### config.mk
export PLATFORM = sky130hd
export DESIGN_NAME = hazard_ctrl_unit
export DESIGN_NICKNAME = d
export VERILOG_FILES = /design/src/rtl/hazard_ctrl_unit_pkg.sv /design/src/rtl/hazard_ctrl_unit_match.sv /design/src/rtl/hazard_ctrl_unit.sv
export SDC_FILE = /design/constraint.sdc
export NUM_CORES = 1
export LEC_CHECK = 0
export BUFFER_PORTS_ARGS = -buffer_cell sky130_fd_sc_hd__buf_2
export CAP_MARGIN = 20
export CORE_ASPECT_RATIO = 1.4
export CORE_MARGIN = 2
export CORE_UTILIZATION = 52
export DETAILED_ROUTE_END_ITERATION = 6
export PLACE_DENSITY = 0.8
export SYNTH_ARGS = -nofsm -noshare
export SYNTH_HDL_FRONTEND = slang
export SYNTH_SLANG_ARGS = --single-unit
### constraint.sdc
create_clock -name clk -period 2.35 [get_ports clk]
set_input_delay 0.47 -clock clk [delete_from_list [all_inputs] [get_ports clk]]
set_output_delay 0.47 -clock clk [all_outputs]
set_load 0.005 [all_outputs]
### src/rtl/hazard_ctrl_unit_pkg.sv
// hazard_ctrl_unit_pkg: shared types and constants for the pipeline hazard controller
package hazard_ctrl_unit_pkg;
  typedef enum logic {ST_RUN, ST_LU_STALL} state_t;
  localparam int REG_ZERO = 0;
  localparam int DEF_MEM_TIMEOUT = 255;
  localparam int DEF_CNT_W = 16;
endpackage

### src/rtl/hazard_ctrl_unit_match.sv
// hazard_ctrl_unit_match: flags a destination register read by the ID instruction ($0 never matches)
module hazard_match
  import hazard_ctrl_unit_pkg::*;
#(
  parameter int REG_W = 5
) (
  input  logic [REG_W-1:0] r,
  input  logic [REG_W-1:0] rs,
  input  logic [REG_W-1:0] rt,
  input  logic             use_rs,
  input  logic             use_rt,
  output logic             hit
);
  assign hit = (r != REG_W'(REG_ZERO)) && ((use_rs && r == rs) || (use_rt && r == rt));
endmodule

### src/rtl/hazard_ctrl_unit.sv
// hazard_ctrl_unit: load-use/branch stall, taken-branch flush and data-memory freeze control
module hazard_ctrl_unit
  import hazard_ctrl_unit_pkg::*;
#(
  parameter int REG_W        = 5,
  parameter int LU_STALL     = 1,
  parameter int BRANCH_IN_ID = 1,
  parameter int MEM_TIMEOUT  = DEF_MEM_TIMEOUT,
  parameter int CNT_W        = DEF_CNT_W
) (
  input  logic             clk,
  input  logic             rst_n,
  input  logic             id_ex_mem_read,
  input  logic             id_ex_reg_write,
  input  logic [REG_W-1:0] id_ex_rd,
  input  logic             ex_mem_mem_read,
  input  logic [REG_W-1:0] ex_mem_rd,
  input  logic [REG_W-1:0] if_id_rs,
  input  logic [REG_W-1:0] if_id_rt,
  input  logic             if_id_use_rs,
  input  logic             if_id_use_rt,
  input  logic             if_id_branch,
  input  logic             branch_taken,
  input  logic             dmem_req,
  input  logic             dmem_ready,
  output logic             pc_write,
  output logic             if_id_write,
  output logic             id_ex_bubble,
  output logic             if_id_flush,
  output logic             pipe_freeze,
  output logic             mem_timeout,
  output logic [CNT_W-1:0] stall_count
);
  localparam int WW = $clog2(MEM_TIMEOUT + 1);
  localparam logic [WW-1:0] TO = WW'(MEM_TIMEOUT);
  localparam logic [WW-1:0] TO_M1 = WW'(MEM_TIMEOUT - 1);
  state_t state;
  logic [2:0] lu_cnt;
  logic [WW-1:0] wait_cnt;
  logic ex_hit, mem_hit, lu_hit, br_hit, freeze, stall;
  hazard_match #(.REG_W(REG_W)) u_ex_match (
    .r(id_ex_rd), .rs(if_id_rs), .rt(if_id_rt),
    .use_rs(if_id_use_rs), .use_rt(if_id_use_rt), .hit(ex_hit)
  );
  hazard_match #(.REG_W(REG_W)) u_mem_match (
    .r(ex_mem_rd), .rs(if_id_rs), .rt(if_id_rt),
    .use_rs(if_id_use_rs), .use_rt(if_id_use_rt), .hit(mem_hit)
  );
  assign lu_hit = id_ex_mem_read && ex_hit;
  assign br_hit = (BRANCH_IN_ID != 0) && if_id_branch &&
                  ((id_ex_reg_write && ex_hit) || (ex_mem_mem_read && mem_hit));
  assign freeze = dmem_req && !dmem_ready;
  assign stall  = lu_hit || br_hit || (state == ST_LU_STALL);
  // Reset forces the idle pattern so the front end free-runs while held in reset
  assign pc_write     = !rst_n || (!freeze && !stall);
  assign if_id_write  = pc_write;
  assign id_ex_bubble = rst_n && !freeze && stall;
  assign pipe_freeze  = rst_n && freeze;
  assign if_id_flush  = rst_n && !freeze && !stall && branch_taken;
  always_ff @(posedge clk) begin
    if (!rst_n) begin
      state       <= ST_RUN;
      lu_cnt      <= '0;
      wait_cnt    <= '0;
      mem_timeout <= 1'b0;
      stall_count <= '0;
    end else begin
      if (state == ST_RUN && lu_hit && !freeze && LU_STALL > 1) begin
        state  <= ST_LU_STALL;
        lu_cnt <= 3'(LU_STALL - 1);
      end else if (state == ST_LU_STALL && !freeze) begin
        state  <= (lu_cnt == 3'd1) ? ST_RUN : ST_LU_STALL;
        lu_cnt <= lu_cnt - 3'd1;
      end
      wait_cnt    <= !freeze ? '0 : (wait_cnt == TO) ? wait_cnt : wait_cnt + 1'b1;
      mem_timeout <= mem_timeout || (freeze && wait_cnt == TO_M1);
      if (!pc_write && stall_count != '1) stall_count <= stall_count + 1'b1;
    end
  end
endmodule

Word level (Yosys, flattened, before mapping)
Index checks and enable logic that the tools add are counted.
Operators by class
  add/subtract/negate cells: 3
  eq/ne operators: 8
  mux-type cells: 1
  reduce and logical (&&, ||, !) cells: 35
Operators with widths (count)
  5-bit equality test: 4
  1-bit logical AND: 20
  16-bit by 1-bit adder with 16-bit output (second input constant): 1
  8-bit equality test (second input constant): 2
  16-bit inequality test (second input constant): 1
  5-bit nonzero test: 2
  8-bit by 1-bit adder with 8-bit output (second input constant): 1
  1-bit logical OR: 7
  1-bit logical NOT: 5
  3-bit by 1-bit equality test with 1-bit output (second input constant): 1
  3-bit by 1-bit subtractor with 3-bit output (second input constant): 1
  2-bit AND reduction: 1
  1-bit two-way mux: 1
Word-level totals
  bits in registers: 29
  input bits: 31
  output and inout port bits: 22
  logic and storage cells: 52

Longest topological paths before layout
Gate-level depths: netlist (run 1).
  word-level depth: 14
  gate-level depth with buffers: 8
  mapped depth without buffers: 7

By module
A second synthesis (run 1) with hierarchy kept.
Second synthesis, totals
  cells, all modules: 217
  area, all modules: 1849.3 um^2
By module, submodules not included
  hazard_ctrl_unit: times used 1, cells an instance 183, area an instance 1584.0 um^2, sequential area each 580.6 um^2
  hazard_match: times used 2, cells an instance 17, area an instance 132.6 um^2, sequential area each 0.0 um^2

Worst setup path after synthesis (run 1)
No wires, ideal clock.
  path kind: input -> output
  start point: input port ex_mem_rd[0]
  end point: output port pc_write
  arrival time: 1.768 ns
  required time: 1.880 ns
  slack: 0.112 ns
  stages: 5
  buffers on the path: 1
  cells stage by stage: or4_1 > o211ai_1 > o221ai_1 > a21oi_1 > buf_4
Between the ends
  longest elaborated chain between the ends: 12
  elaborated cells between the ends (all ways): 15
  those cells by class: 2 x eq/ne; 13 x reduce/logical
Ends and longest elaborated chain
  from (decl): line hazard_ctrl_unit.sv:17  | input logic [REG_W-1:0] ex_mem_rd,
  5-bit equality test: line hazard_ctrl_unit_match.sv:14  | assign hit = (r != REG_W'(REG_ZERO)) && ((use_rs && r == rs) || (use_rt && r == rt));
  1-bit logical AND: line hazard_ctrl_unit_match.sv:14
  1-bit logical OR: line hazard_ctrl_unit_match.sv:14
  1-bit logical AND (*): line hazard_ctrl_unit_match.sv:14
  1-bit logical AND (*): line hazard_ctrl_unit.sv:51  | ((id_ex_reg_write && ex_hit) || (ex_mem_mem_read && mem_hit));
  1-bit logical OR (*): line hazard_ctrl_unit.sv:51
  1-bit logical AND (*): line hazard_ctrl_unit.sv:50  | assign br_hit = (BRANCH_IN_ID != 0) && if_id_branch &&
  1-bit logical OR (*) (2 in series): line hazard_ctrl_unit.sv:53  | assign stall = lu_hit || br_hit || (state == ST_LU_STALL);
  1-bit logical NOT (*): line hazard_ctrl_unit.sv:55  | assign pc_write = !rst_n || (!freeze && !stall);
  1-bit logical AND (*): line hazard_ctrl_unit.sv:55
  1-bit logical OR (*): line hazard_ctrl_unit.sv:55
  to (decl): line hazard_ctrl_unit.sv:26  | output logic pc_write,
Every way passes the cells marked *; elsewhere a longest branch is shown, timed or not.

Worst setup path in the final report (run 1)
  start point: input port id_ex_rd[2]
  end point: output port if_id_flush
Between the ends
  longest elaborated chain between the ends: 12
  elaborated cells between the ends (all ways): 16
  those cells by class: 2 x eq/ne; 14 x reduce/logical
Ends and longest elaborated chain
  from (decl): line hazard_ctrl_unit.sv:15  | input logic [REG_W-1:0] id_ex_rd,
  5-bit equality test: line hazard_ctrl_unit_match.sv:14
  1-bit logical AND: line hazard_ctrl_unit_match.sv:14
  1-bit logical OR: line hazard_ctrl_unit_match.sv:14
  1-bit logical AND (*): line hazard_ctrl_unit_match.sv:14
  1-bit logical AND: line hazard_ctrl_unit.sv:51
  1-bit logical OR: line hazard_ctrl_unit.sv:51
  1-bit logical AND: line hazard_ctrl_unit.sv:50
  1-bit logical OR (*) (2 in series): line hazard_ctrl_unit.sv:53
  1-bit logical NOT (*): line hazard_ctrl_unit.sv:59  | assign if_id_flush = rst_n && !freeze && !stall && branch_taken;
  1-bit logical AND (*) (2 in series): line hazard_ctrl_unit.sv:59
  to (decl): line hazard_ctrl_unit.sv:29  | output logic if_id_flush,
Marks and branches as above.

==> impl_metrics.ini, run 1 <==
[timing]
hold_slack_ps = 507
slew_viol_final = 0
setup-violations-final = 1
rsz0062_at_grt = yes
fin_skew_ps = 2.93
worst_slack_ps = -59.7
hold_viol = 0
worstMarginPinSlew_ps = 499
fin_crit_sh_pct = 103
fin_crit_ps = 2410
clock.fmax_mhz = 415
slew_headroom_pct = 66.7
setup_tns_ps = -59.7

[die]
die_y_microns = 75.4
ios = 53
die-width_microns = 55.0
die-area_sq_um = 4140
fp-row-count = 25
initial_core_util_pct = 55.0
core_sq_um = 3440

[synthesis]
syn_inst = 225
synth_nets = 261
synth_most_common_cell = dfxtp_1
synth_xor_area_share_pct = 11.6
syn_avg_cell_area_sq_um = 8.41
synth_mux_area_share_pct = 6.88
syn-cell-area_sq_um = 1890
ys_seq_area_share_pct = 30.7
synth_commonest_cells = dfxtp_1 (29), nand2_1 (24), xor2_1 (17)
synth-compound-area-share_pct = 18.1
synth_top_cell_area_share_pct = 30.7
async_flop_share_pct = 0
yosys.area_share.simple_pct = 25.4
synth_edf_count = 0
yosys-top-cells-area = dfxtp_1 (31%), xor2_1 (7.9%), mux2i_1 (6.9%)
synth_flop_cell = dfxtp_1
synthAdderAreaFrac_pct = 3.31
synth_top_family_by_area = simple AND/OR/NAND/NOR gates
synth_top_cell_by_area = dfxtp_1
synth_warnings = 0
synth-seq-cells = 29
synth_cell_type_count = 46

[power]
power_density_nw_per_um2 = 429
p_leak_uw = 0.00106
peakVddDrop_uv = 503

[cts]
cts.htree.levels = 2
tritoncts = built
cts_buffers = 5
root_buffer = clkbuf_8
clock_latency_ps = 280
cts_sinks = 29
cts_buffer_depth = 2
clk_pin_slew_ps = 60

[place]
io_buffer_count = 52
dp_cells = 331
dp_hpwl_microns = 3770
dp_slack_ps = -127
place.gp.congestion = 0.809

[grt]
track_usage_pct = 25.6
grt_overflow = 0
antenna_found_initial = 0
grt_first_pass_wirelength_microns = 7650
first_global_vias = 1803
grt_max_degree = 29

[critical_path]
cp-start-kind = primary input
cp_slowest_cell = nor4_1
crit_type = primary input to output port
critPathLaunch = id_ex_rd[2]
path_max_fanout = 3
cp_common_cell = buf_2
cpPeakStageDelay_ps = 390
critPathBufInv = 3
crit_chain = buf_2 -> xor2_1 -> nor4_1 -> a32oi_1 -> o221ai_2 -> buf_4 -> nor2_2 -> buf_2
required_ps = 1880
arrival_ps = 1940
crit_path_end_kind = output port
r2r_start = stall_count[0]$_SDFFE_PN0P_
path_delay_family = compound AO/OA/AOI/OAI gates

[run_status]
status = complete, but fails checks
failed_checks = negative setup slack

[cells_and_area]
layout-drive-gt1-share_pct = 33.8
stdcell_count = 342
antenna_cells = 0
fill_cells = 277
syn2layout_area_growth_pct = 32.7
fin_nets = 337

[route]
vias_per_cell = 5.68
drtAntennaViolNets = 0
wl_microns = 5190
routedWlPerCell_microns = 15.2
drc_errors = 0
num_vias = 1941
drt_first_pass_iters = 4
drt_iter0_drc = 37

[run]
drv_cap = 0

[hold_path]
holdCritStartpoint = mem_timeout$_SDFF_PN0_
min_path_type = register to register
==> worst min-delay path, cell delays in order, from the launching register on <==
cell and delay, ps:
dfxtp_1 350, a31oi_1 50, nor2_1 70
==> cell usage in the layout (no fill, tap or decap), drive strengths merged, types with 2 or more instances in the layout <==
cell type	n
a2111oi	3
clkbuf	5
clkinv	2
a32oi	2
and2	2
nand2b	14
buf	79
nor2	10
o211ai	2
xnor2	8
or4	3
nand3	15
mux2i	13
o2111ai	2
xor2	17
inv	9
a311oi	2
a211oi	4
ha	5
and3	4
a31oi	4
nand2	24
o21ai	3
nor4	6
nand4	4
dfxtp	29
or3	3
nor3	2
a21oi	14
==> worst paths after layout <==
kind	endpoint	slack [ps]	cells past startpoint
max reg2reg	stall_count[5]$_SDFFE_PN0P_	170	6
min reg2reg	mem_timeout$_SDFF_PN0_	510	2
max	if_id_flush	-60	8
min	mem_timeout$_SDFF_PN0_	510	2
==> metal layers <==
layer / wire length [microns] / track usage (%) / share of wire [%]
met5: 0 / 0 / 0
met3: 369 / 4.90 / 7.1
met2: 2700 / 47.5 / 52
met4: 154 / 11.7 / 3.0
met1: 1960 / 26.8 / 38
==> stage by stage <==
stage | area [sq um] | util [%] | power, uW
after global routing | 2510 | 73.0 | 1120
after detailed placement | 2340 | 68.0 | 666
after floorplan | 1890 | - | 582
after global placement | 2340 | 68.0 | 663
final | 2510 | 73.0 | 1080
after CTS | 2490 | 72.4 | 1080
==> power by group <==
group          internal [uW]  total [uW]  switching (uW)
Sequential               495         498            2.91
Combinational           83.8         176            92.3
Clock                    204         404             200
==> timing repair <==
action,4_1_cts,5_1_grt
pin swaps,5,5
buffers inserted,4,0
hold buffers,0,0
resized for setup,9,5
endpoints found under the setup margin,4,5
==> logic make-up (layout without fill, tap and decap cells) <==
group / Yosys count / after routing
simple gates: 90 / 90
compound gates: 44 / 44
flops: 29 / 29
xor+xnor: 25 / 25
buf+inv: 19 / 96
mux: 13 / 13
fa+ha+maj: 5 / 5
==> cell type report <==
cell class / instances / area [sq um] / area share [%]
multi-input combinational: 177 / 1280 / 51.0
sequential: 29 / 581 / 23.1
timing repair buffer: 79 / 479 / 19.1
clock buffer: 5 / 68.8 / 2.74
tap: 40 / 50.0 / 1.99
inverter: 9 / 33.8 / 1.35
clock inverter: 3 / 17.5 / 0.698
==> state kept, by name, summed over array words and instances (netlist names) <==
signal / flops
wait_cnt: 8
mem_timeout: 1
stall_count: 16
lu_cnt: 3
state: 1
No activity file was read; power rests on OpenSTA's default activity.
==> run 2, diff against run 1 <==
Settings changed: MAX_ROUTING_LAYER set to met4.
==> run 2 against run 1 <==
  * Critical endpoint unchanged
  * Highest routed layer unchanged
  * Clock skew decreased by 0.72 ps
  * Combinational power about the same
  * Hold slack improved by 1.9 ps
  * Cell count unchanged
  * Die area unchanged
  * Core utilization unchanged
  * Design area unchanged
  * Wire length increased by 0.50%
  * Critical path type unchanged
  * Sequential power about the same
  * Flip-flop and latch count unchanged
  * The flow still finishes with violations (negative setup slack)
  * Critical path depth unchanged
  * Fmax decreased by 0.18%
==> impl_metrics.ini, run 2 (same netlist as run 1, synthesis figures left out) <==
[die]
core_sq_um = 3440
die-area_sq_um = 4140
die_y_microns = 75.4
die-width_microns = 55.0
initial_core_util_pct = 55.0
fp-row-count = 25
ios = 53

[critical_path]
critPathLaunch = id_ex_rd[2]
arrival_ps = 1940
path_delay_family = compound AO/OA/AOI/OAI gates
required_ps = 1880
crit_chain = buf_2 -> xor2_1 -> nor4_1 -> a32oi_1 -> o221ai_2 -> buf_4 -> nor2_2 -> buf_2
crit_path_end_kind = output port
cp-start-kind = primary input
cp_common_cell = buf_2
path_max_fanout = 3
r2r_start = stall_count[0]$_SDFFE_PN0P_
cpPeakStageDelay_ps = 390
cp_slowest_cell = nor4_1
critPathBufInv = 3
crit_type = primary input to output port

[grt]
grt_overflow = 0
grt_max_degree = 29
track_usage_pct = 26.4
grt_first_pass_wirelength_microns = 7660
antenna_found_initial = 0
first_global_vias = 1806

[power]
p_leak_uw = 0.00106
power_density_nw_per_um2 = 429
peakVddDrop_uv = 495

[timing]
slew_headroom_pct = 66.8
clock.fmax_mhz = 414
setup-violations-final = 1
fin_crit_ps = 2410
worst_slack_ps = -64.1
setup_tns_ps = -64.1
hold_viol = 0
fin_crit_sh_pct = 103
slew_viol_final = 0
fin_skew_ps = 2.20
worstMarginPinSlew_ps = 498
hold_slack_ps = 508
rsz0062_at_grt = yes

[cts]
cts_buffers = 5
ctsHoldBuffers = 0
tritoncts = built
cts_buffer_depth = 2
cts.htree.levels = 2
clock_latency_ps = 280
root_buffer = clkbuf_8
cts_sinks = 29
clk_pin_slew_ps = 60

[place]
placed_area_sq_um = 2340
dp_slack_ps = -127
dp_hpwl_microns = 3770
place.gp.congestion = 0.821
io_buffer_count = 52

[route]
drt_first_pass_iters = 4
drt_iter0_drc = 46
wl_microns = 5220
drtAntennaViolNets = 0
vias_per_cell = 5.68
drc_errors = 0
num_vias = 1942
routedWlPerCell_microns = 15.2

[cells_and_area]
largest-register = stall_count
fin_nets = 337
final_cell_mix = buf_2 (50), dfxtp_1 (29), buf_4 (27), nand2_1 (24), xor2_1 (17)
fill_cells = 277
fin_util_pct = 73.0
fin_area_sq_um = 2510
largest_reg_flops = 16
layout-drive-gt1-share_pct = 33.8
syn2layout_area_growth_pct = 32.7
largestRegisters = stall_count: 16 flops, wait_cnt: 8 flops, lu_cnt: 3 flops
mostFrequentLayoutCell = buf_2
antenna_cells = 0

[run_status]
status = complete, but fails checks
failed_checks = negative setup slack

[hold_path]
min_path_type = register to register
holdCritStartpoint = mem_timeout$_SDFF_PN0_

[run]
drv_cap = 0
## run 2: cell counts in the layout (fill, tap and decap cells not counted)
Identical to the previous run, type by type.
## run 2: worst paths after layout
kind | end | cells after the start | slack (ps)
worst max-delay path | if_id_flush | 8 | -60
worst min-delay path | mem_timeout$_SDFF_PN0_ | 2 | 510
worst max register to register | stall_count[5]$_SDFFE_PN0P_ | 6 | 160
worst min register to register | mem_timeout$_SDFF_PN0_ | 2 | 510
## run 2: worst register-to-register path, delay by kind of cell, from the launching register on
family          cells  cell delay (ps)
simple gates        4             1140
compound gates      1              380
flops               1              340
fa+ha+maj           1              220
## run 2: repair_timing
action | CTS | global route
endpoints found under the setup margin | 4 | 5
buffers inserted | 4 | 0
pin swaps | 5 | 5
resized for setup | 9 | 5
cloned | 0 | 0
## run 2: area by class of cell
cell class	count	area (sq um)	area share [%]
Inverter	9	33.8	1.35
Clock inverter	3	17.5	0.698
Timing Repair Buffer	79	479	19.1
Multi-Input combinational cell	177	1280	51.0
Sequential cell	29	581	23.1
Clock buffer	5	68.8	2.74
Tap cell	40	50.0	1.99
## run 2: stage by stage
stage	std cells	total power [uW]
finish	342	1080
global route	342	1120
CTS	343	1080
detailed placement	331	666
global placement	331	663
floorplan	225	582
## run 2: where the power goes
group | total, uW | internal [uW] | leakage [uW] | switching, uW
clock network | 402 | 204 | 0.0000439 | 198
registers | 498 | 495 | 0.000234 | 2.94
logic | 177 | 83.8 | 0.000778 | 92.8
total | 1080 | 783 | 0.00106 | 294
## run 2: metal layers
layer | wire [microns] | share of wire, % | track usage, % | vias up
met1 | 2010 | 38 | 27.1 | 883
met2 | 2720 | 52 | 47.4 | 81
met5 | 0 | 0 | - | -
li1 | - | - | - | 964
met3 | 359 | 6.9 | 4.90 | 14
met4 | 134 | 2.6 | 11.7 | 0
